--- src/rtl/pipe_skid_reg.sv ---
// Two-entry elastic pipeline stage (main + skid slot) with registered in_ready.
// Define SKID_PERF_CNT_EN to add the saturating stall_cnt output and counter.
module pipe_skid_reg #(
    parameter int WIDTH = 8,
    parameter int CNT_W = 16
) (
    input  logic             clk,
    input  logic             rst,
    input  logic             in_valid,
    output logic             in_ready,
    input  logic [WIDTH-1:0] in_data,
    input  logic             flush,
    output logic             out_valid,
    input  logic             out_ready,
    output logic [WIDTH-1:0] out_data
`ifdef SKID_PERF_CNT_EN
    ,
    output logic [CNT_W-1:0] stall_cnt
`endif
);

    localparam logic [1:0] ST_EMPTY = 2'd0;
    localparam logic [1:0] ST_BUSY  = 2'd1;
    localparam logic [1:0] ST_FULL  = 2'd2;

    if (WIDTH < 1 || CNT_W < 1) begin : g_param_check
        $error("pipe_skid_reg: WIDTH and CNT_W must be positive");
    end

    logic [1:0]       state_q, state_d;
    logic [WIDTH-1:0] main_q, main_d;
    logic [WIDTH-1:0] skid_q, skid_d;
    logic             in_fire;
    logic             out_fire;

    // Handshake outputs come straight from the state flops, so out_ready never
    // reaches in_ready combinationally.
    assign in_ready  = (state_q != ST_FULL);
    assign out_valid = (state_q != ST_EMPTY);
    assign out_data  = main_q;

    assign in_fire  = in_valid & in_ready;
    assign out_fire = out_valid & out_ready;

    always_comb begin
        state_d = state_q;
        main_d  = main_q;
        skid_d  = skid_q;
        case (state_q)
            ST_EMPTY: begin
                if (in_fire) begin
                    main_d  = in_data;
                    state_d = ST_BUSY;
                end
            end
            ST_BUSY: begin
                if (in_fire && out_fire) begin
                    main_d = in_data;
                end else if (in_fire) begin
                    skid_d  = in_data;
                    state_d = ST_FULL;
                end else if (out_fire) begin
                    state_d = ST_EMPTY;
                end
            end
            ST_FULL: begin
                if (out_fire) begin
                    main_d  = skid_q;
                    state_d = ST_BUSY;
                end
            end
            default: state_d = ST_EMPTY;
        endcase
        // Flush only empties the stage; slot contents become don't-care.
        if (flush) begin
            state_d = ST_EMPTY;
        end
    end

    always_ff @(posedge clk or negedge rst) begin
        if (!rst) begin
            state_q <= ST_EMPTY;
            main_q  <= '0;
            skid_q  <= '0;
        end else begin
            state_q <= state_d;
            main_q  <= main_d;
            skid_q  <= skid_d;
        end
    end

`ifdef SKID_PERF_CNT_EN
    logic [CNT_W-1:0] stall_cnt_q, stall_cnt_d;

    // Counts cycles a word waits on downstream; flush does not clear it.
    always_comb begin
        stall_cnt_d = stall_cnt_q;
        if (out_valid && !out_ready && (stall_cnt_q != {CNT_W{1'b1}})) begin
            stall_cnt_d = stall_cnt_q + 1'b1;
        end
    end

    always_ff @(posedge clk or negedge rst) begin
        if (!rst) begin
            stall_cnt_q <= '0;
        end else begin
            stall_cnt_q <= stall_cnt_d;
        end
    end

    assign stall_cnt = stall_cnt_q;
`endif

endmodule

--- config.mk ---
export PLATFORM = sky130hd
export DESIGN_NAME = pipe_skid_reg
export DESIGN_NICKNAME = d
export VERILOG_FILES = /design/src/rtl/pipe_skid_reg.sv
export SDC_FILE = /design/constraint.sdc
export NUM_CORES = 1
export LEC_CHECK = 0
export CORE_AREA = 3 3 52 54
export DETAILED_ROUTE_END_ITERATION = 7
export DIE_AREA = 0 0 55 57
export GPL_TIMING_DRIVEN = 0
export PLACE_DENSITY = 0.62
export SETUP_SLACK_MARGIN = 0.05
export SLEW_MARGIN = 20
export SYNTH_ARGS = -nofsm -noshare
export SYNTH_HDL_FRONTEND = slang
export SYNTH_SLANG_ARGS = --single-unit
--- constraint.sdc ---
create_clock -name clk -period 1.8 [get_ports clk]
set_clock_uncertainty 0.2 [all_clocks]
set_input_delay 0.36 -clock clk [delete_from_list [all_inputs] [get_ports clk]]
set_output_delay 0.36 -clock clk [all_outputs]
set_load 0.005 [all_outputs]
# == After elaboration in Yosys (flattened, before gate mapping) ==
# Index checks and enable logic that the tools add are counted.
# totals
register_bits,18
output_inout_bits,10
wordCells,34
input_bits,13
# op_classes
mux,11
n_eq_ne,10
bitwise_logic,3
reduce_logical,7
# op_table
op,n
$mux 8,3
$pmux 8 s3,1
$mux 2,6
$ne 3x3->1 const B,3
$ne 2x2->1 const B,4
$reduce_and 4->1,2
$pmux 2 s3,1
$ne 4x4->1 const B,1
$reduce_and 3->1,1
$reduce_bool 3->1,1
$and 1x1->1,2
$eq 2x1->1 const B,1
$eq 2x2->1 const B,1
$logic_not 2->1,1
$reduce_bool 2->1,1
$logic_and 1x1->1,1
$not 1->1,1

# == Depth between registers and ports, before layout ==
# depth
word_depth,7
ltp_mapped,4
depth_no_buf,3

# == Worst setup path after synthesis ==
# OpenSTA, ideal clock, no wires.
# synth_timing
path_type,reg-to-reg
startpoint,register state_q[1]
endpoint,register skid_q[0]
t_required_ns,1.475
synth_period_minus_slack_ns,1.550
path_buffers,1
setup_time_ns,0.125
slack_ns,0.250
t_arrival_ns,1.225
path_stages_with_launch,5
cell_sequence,dfrtp_1 -> nor2b_1 -> nor2b_1 -> buf_2 -> mux2_2
# synth_via
elab_chain_len,5
elab_cells_between_ends,8
classes_between,2 x eq/ne; 3 x bitwise; 3 x reduce/logical
# synth_lines
item,line_no,text
start: declaration,30,"logic [1:0] state_q, state_d;"
start signal: assignment,86,state_q <= state_d;
$ne 2x2->1 / $reduce_bool 2->1 (equally long branches),"38, 39",
"$and 1x1->1, on equally long branches","42, 43",
$logic_and 1x1->1,57,if (in_fire && out_fire) begin
$not 1->1 (no source line),n/a,
$reduce_and 3->1 (no source line) *,n/a,
end signal: assignment,88,skid_q <= skid_d;
end: declaration,32,"logic [WIDTH-1:0] skid_q, skid_d;"
# Mark *: on every way between the ends. The rest lies on a longest branch, timed or not.
# A chain may end at the register's enable or synchronous reset.

# == Worst setup path after layout ==
# layout_timing
startpoint,register state_q[0]
endpoint,register main_q[4] (netlist: out_data[4])
# layout_via
elab_chain_len,5
elab_cells_between_ends,14
classes_between,6 x eq/ne; 1 x mux; 2 x bitwise; 5 x reduce/logical
# layout_lines
item,line_no,text
$ne 2x2->1 / $reduce_bool 2->1 (equally long branches),"38, 39",
"$and 1x1->1, on equally long branches","42, 43",
$logic_and 1x1->1,57,
$ne 2x2->1 (no source line),n/a,
$reduce_and 4->1 (no source line),n/a,
end signal: assignment,87,main_q <= main_d;
end: declaration,31,"logic [WIDTH-1:0] main_q, main_d;"
# Several ways; a longest one is shown, not always the timed one.

==> results_dict.tcl <==
set metrics [dict create \
    holdBufCountCts 0 \
    dp_hpwl_um 1080 \
    worstMarginPinSlew_ps 812 \
    core-area_mm2 0.00225 \
    p_per_area_mw_per_mm2 767 \
    dr.pass1.iters 2 \
    relSlewSlack 0.457 \
    use_met1 0.144 \
    worstSetupStartpoint "state_q[0]" \
    clock-root-buffer "clkbuf_4" \
    syn_inst 58 \
    die-area_mm2 0.00314 \
    grt_max_degree 19 \
    seq_area_frac_synth 0.506 \
    status "completed" \
    drcViolationCount 0 \
    detail_route.wl_per_cell_um 13.4 \
    reg2reg_from "state_q[0]" \
    critPathSlowestCell "dfrtp_1" \
    die_y_um 57 \
    synth_area_per_cell_um2 15.3 \
    std_cell_rows 17 \
    antenna_found_initial 0 \
    cts_buffer_depth 2 \
    nNetsFinal 109 \
    critPathMaxStageDelay_ps 410 \
    ys_ff_latch 18 \
    drt_wl_total_um 1640 \
    setup_viol 0 \
    use_met2 0.176 \
    clk_latency_ps 280 \
    crit_chain "buf_6 -> buf_6 -> nand3b_1 -> a21bo_1 -> buf_6 -> mux2_4" \
    clock.fmax_ghz 0.565 \
    ys_warn_count 0 \
    numCtsBuffers 3 \
    grt.busiest_layer "met2" \
    overflow 0 \
    path_class "flop to flop" \
    crit_arrival_ps 1740 \
    syn_area_um2 890 \
    synth_fp_nets 71 \
    postRouteAntennaNets 0 \
    grt_pass1_wl_um 2510 \
    cp_data_required_time_ps 1770 \
    critPathMaxFanout 8 \
    drive_gt1_frac 0.479 \
    via_count 569 \
    whs_ps 300 \
    ir_drop_mv 0.384 \
    antenna_cells 0 \
    hold_viol_final 0 \
    io_pins 23 \
    post-route-period-util 0.984 \
    syn_to_final_growth_pct 44.4 \
    chipWidth_um 55 \
    total_leakage_power_nw 0.632 \
    end_kind "flop" \
    min_period_ps 1770 \
    cts_max_level 1 \
    rsz0062_at_grt "yes" \
    final_max_slew_viol_count 0 \
    startpoint_type "flop" \
    cts.sinks 18 \
    hp-class "flop to flop" \
    initial_core_util 0.395 \
    maxCapViolCount 0 \
    final_util 0.570 \
    grt.total_usage 0.113 \
    clkTransAtPathRegs_ps 90 \
    hold_start "skid_q[4]" \
    gp_congestion 0.612 \
    cp_common_cell "buf_6" \
    synth_cell_types 18 \
    cts_tree "yes" \
    first_iter_violations 1 \
    grt_pass1_vias 540 \
    portBuffers 22 \
    use_met3 0.0235 \
    viasPerCell 4.66 \
    p_total_uw 985 \
    nFillCells 194 \
]
-- metrics by stage --
step           setup WS [ps]  instances  TNS [ps]  instance area [µm²]
2_1_floorplan            250         58         0                  890
3_3_place_gp            -304        108     -3900                 1140
3_5_place_dp            -338        108     -4470                 1140
4_1_cts                 2.68        116         0                 1210
5_1_grt                -31.7        122      -197                 1280
6_report                29.5        122         0                 1280
-- report_power, final --
| part | switching [mW] | internal, mW | total, mW | leakage, nW |
|---|---|---|---|---|
| clock | 0.113 | 0.0776 | 0.191 | 0.0138 |
| combinational | 0.0779 | 0.200 | 0.278 | 0.401 |
| sequential | 0.0358 | 0.481 | 0.517 | 0.217 |
| total | 0.227 | 0.758 | 0.985 | 0.632 |
-- routing by layer --
layer  routed length [µm]  part of all wire
met1                  665              0.41
met2                  854              0.52
met3                   98             0.060
met4                   21             0.013
met5                    0                 0
-- timing repair --
item,4_1_cts,5_1_grt
endpoints found under the setup margin,10,25
setup buffers,5,6
resized for setup,13,9
gates cloned,0,0
-- worst max-delay path: cells and delay by family (launching register included) --
family          cells  cell delay (ps)
buf+inv             3              400
mux                 1              310
simple gates        1              150
flops               1              410
compound gates      1              200
-- state kept, by name, indices dropped and copies added (netlist names) --
signal and count:
out_data 8, skid_q 8, state_q 2
-- cell families after synthesis --
family                 after synthesis  share of synthesized area
multiplexers                        24                      0.371
flip-flops                          18                      0.506
buffers and inverters                4                     0.0352
AND/OR/NAND/NOR                      9                     0.0633
AO/OA/AOI/OAI                        3                     0.0239
-- cells in the mapped netlist --
library cell   n  area [µm²]
dfrtp_1       18         450
mux2_4        16         240
mux2_2         6        67.6
buf_6          2        22.5
mux2_1         2        22.5
nor2b_1        2        12.5
a21bo_1        1        10.0
a21oi_1        1        5.00
a31oi_1        1        6.26
buf_2          1        5.00
inv_1          1        3.75
nand2_1        1        3.75
nand2b_1       1        6.26
nand3b_1       1        7.51
nor2b_2        1        8.76
nor3_1         1        5.00
or2_2          1        6.26
or3_1          1        6.26
-- cell usage in the layout (no fill, tap or decap), drive strengths merged, types with 3 or more instances in the layout --
master / synthesis / routed
dlymetal6s2s: 0 / 5
dfrtp: 18 / 18
clkbuf: 0 / 3
mux2: 24 / 24
nor2b: 3 / 3
buf: 3 / 16
clkdlybuf4s50: 0 / 15
-- layout make-up --
type | instances | area, µm² | area share
flip-flops and latches | 18 | 450 | 0.351
plain buffers | 3 | 30.0 | 0.0234
well taps | 28 | 35.0 | 0.0273
clock buffers | 3 | 22.5 | 0.0175
multi-input cells | 36 | 420 | 0.327
repair buffers | 33 | 323 | 0.251
inverters | 1 | 3.75 | 0.00292
-- final timing paths --
path,slack [ps],to,depth (start not counted)
min in group asynchronous,340,out_data[3],1
worst max-delay path,30,out_data[4],6
worst min-delay path,300,skid_q[4],1
worst min register to register,300,skid_q[4],1
worst max register to register,30,out_data[4],6
max in group asynchronous,560,skid_q[5],1
No activity file was read; power rests on OpenSTA's default activity.
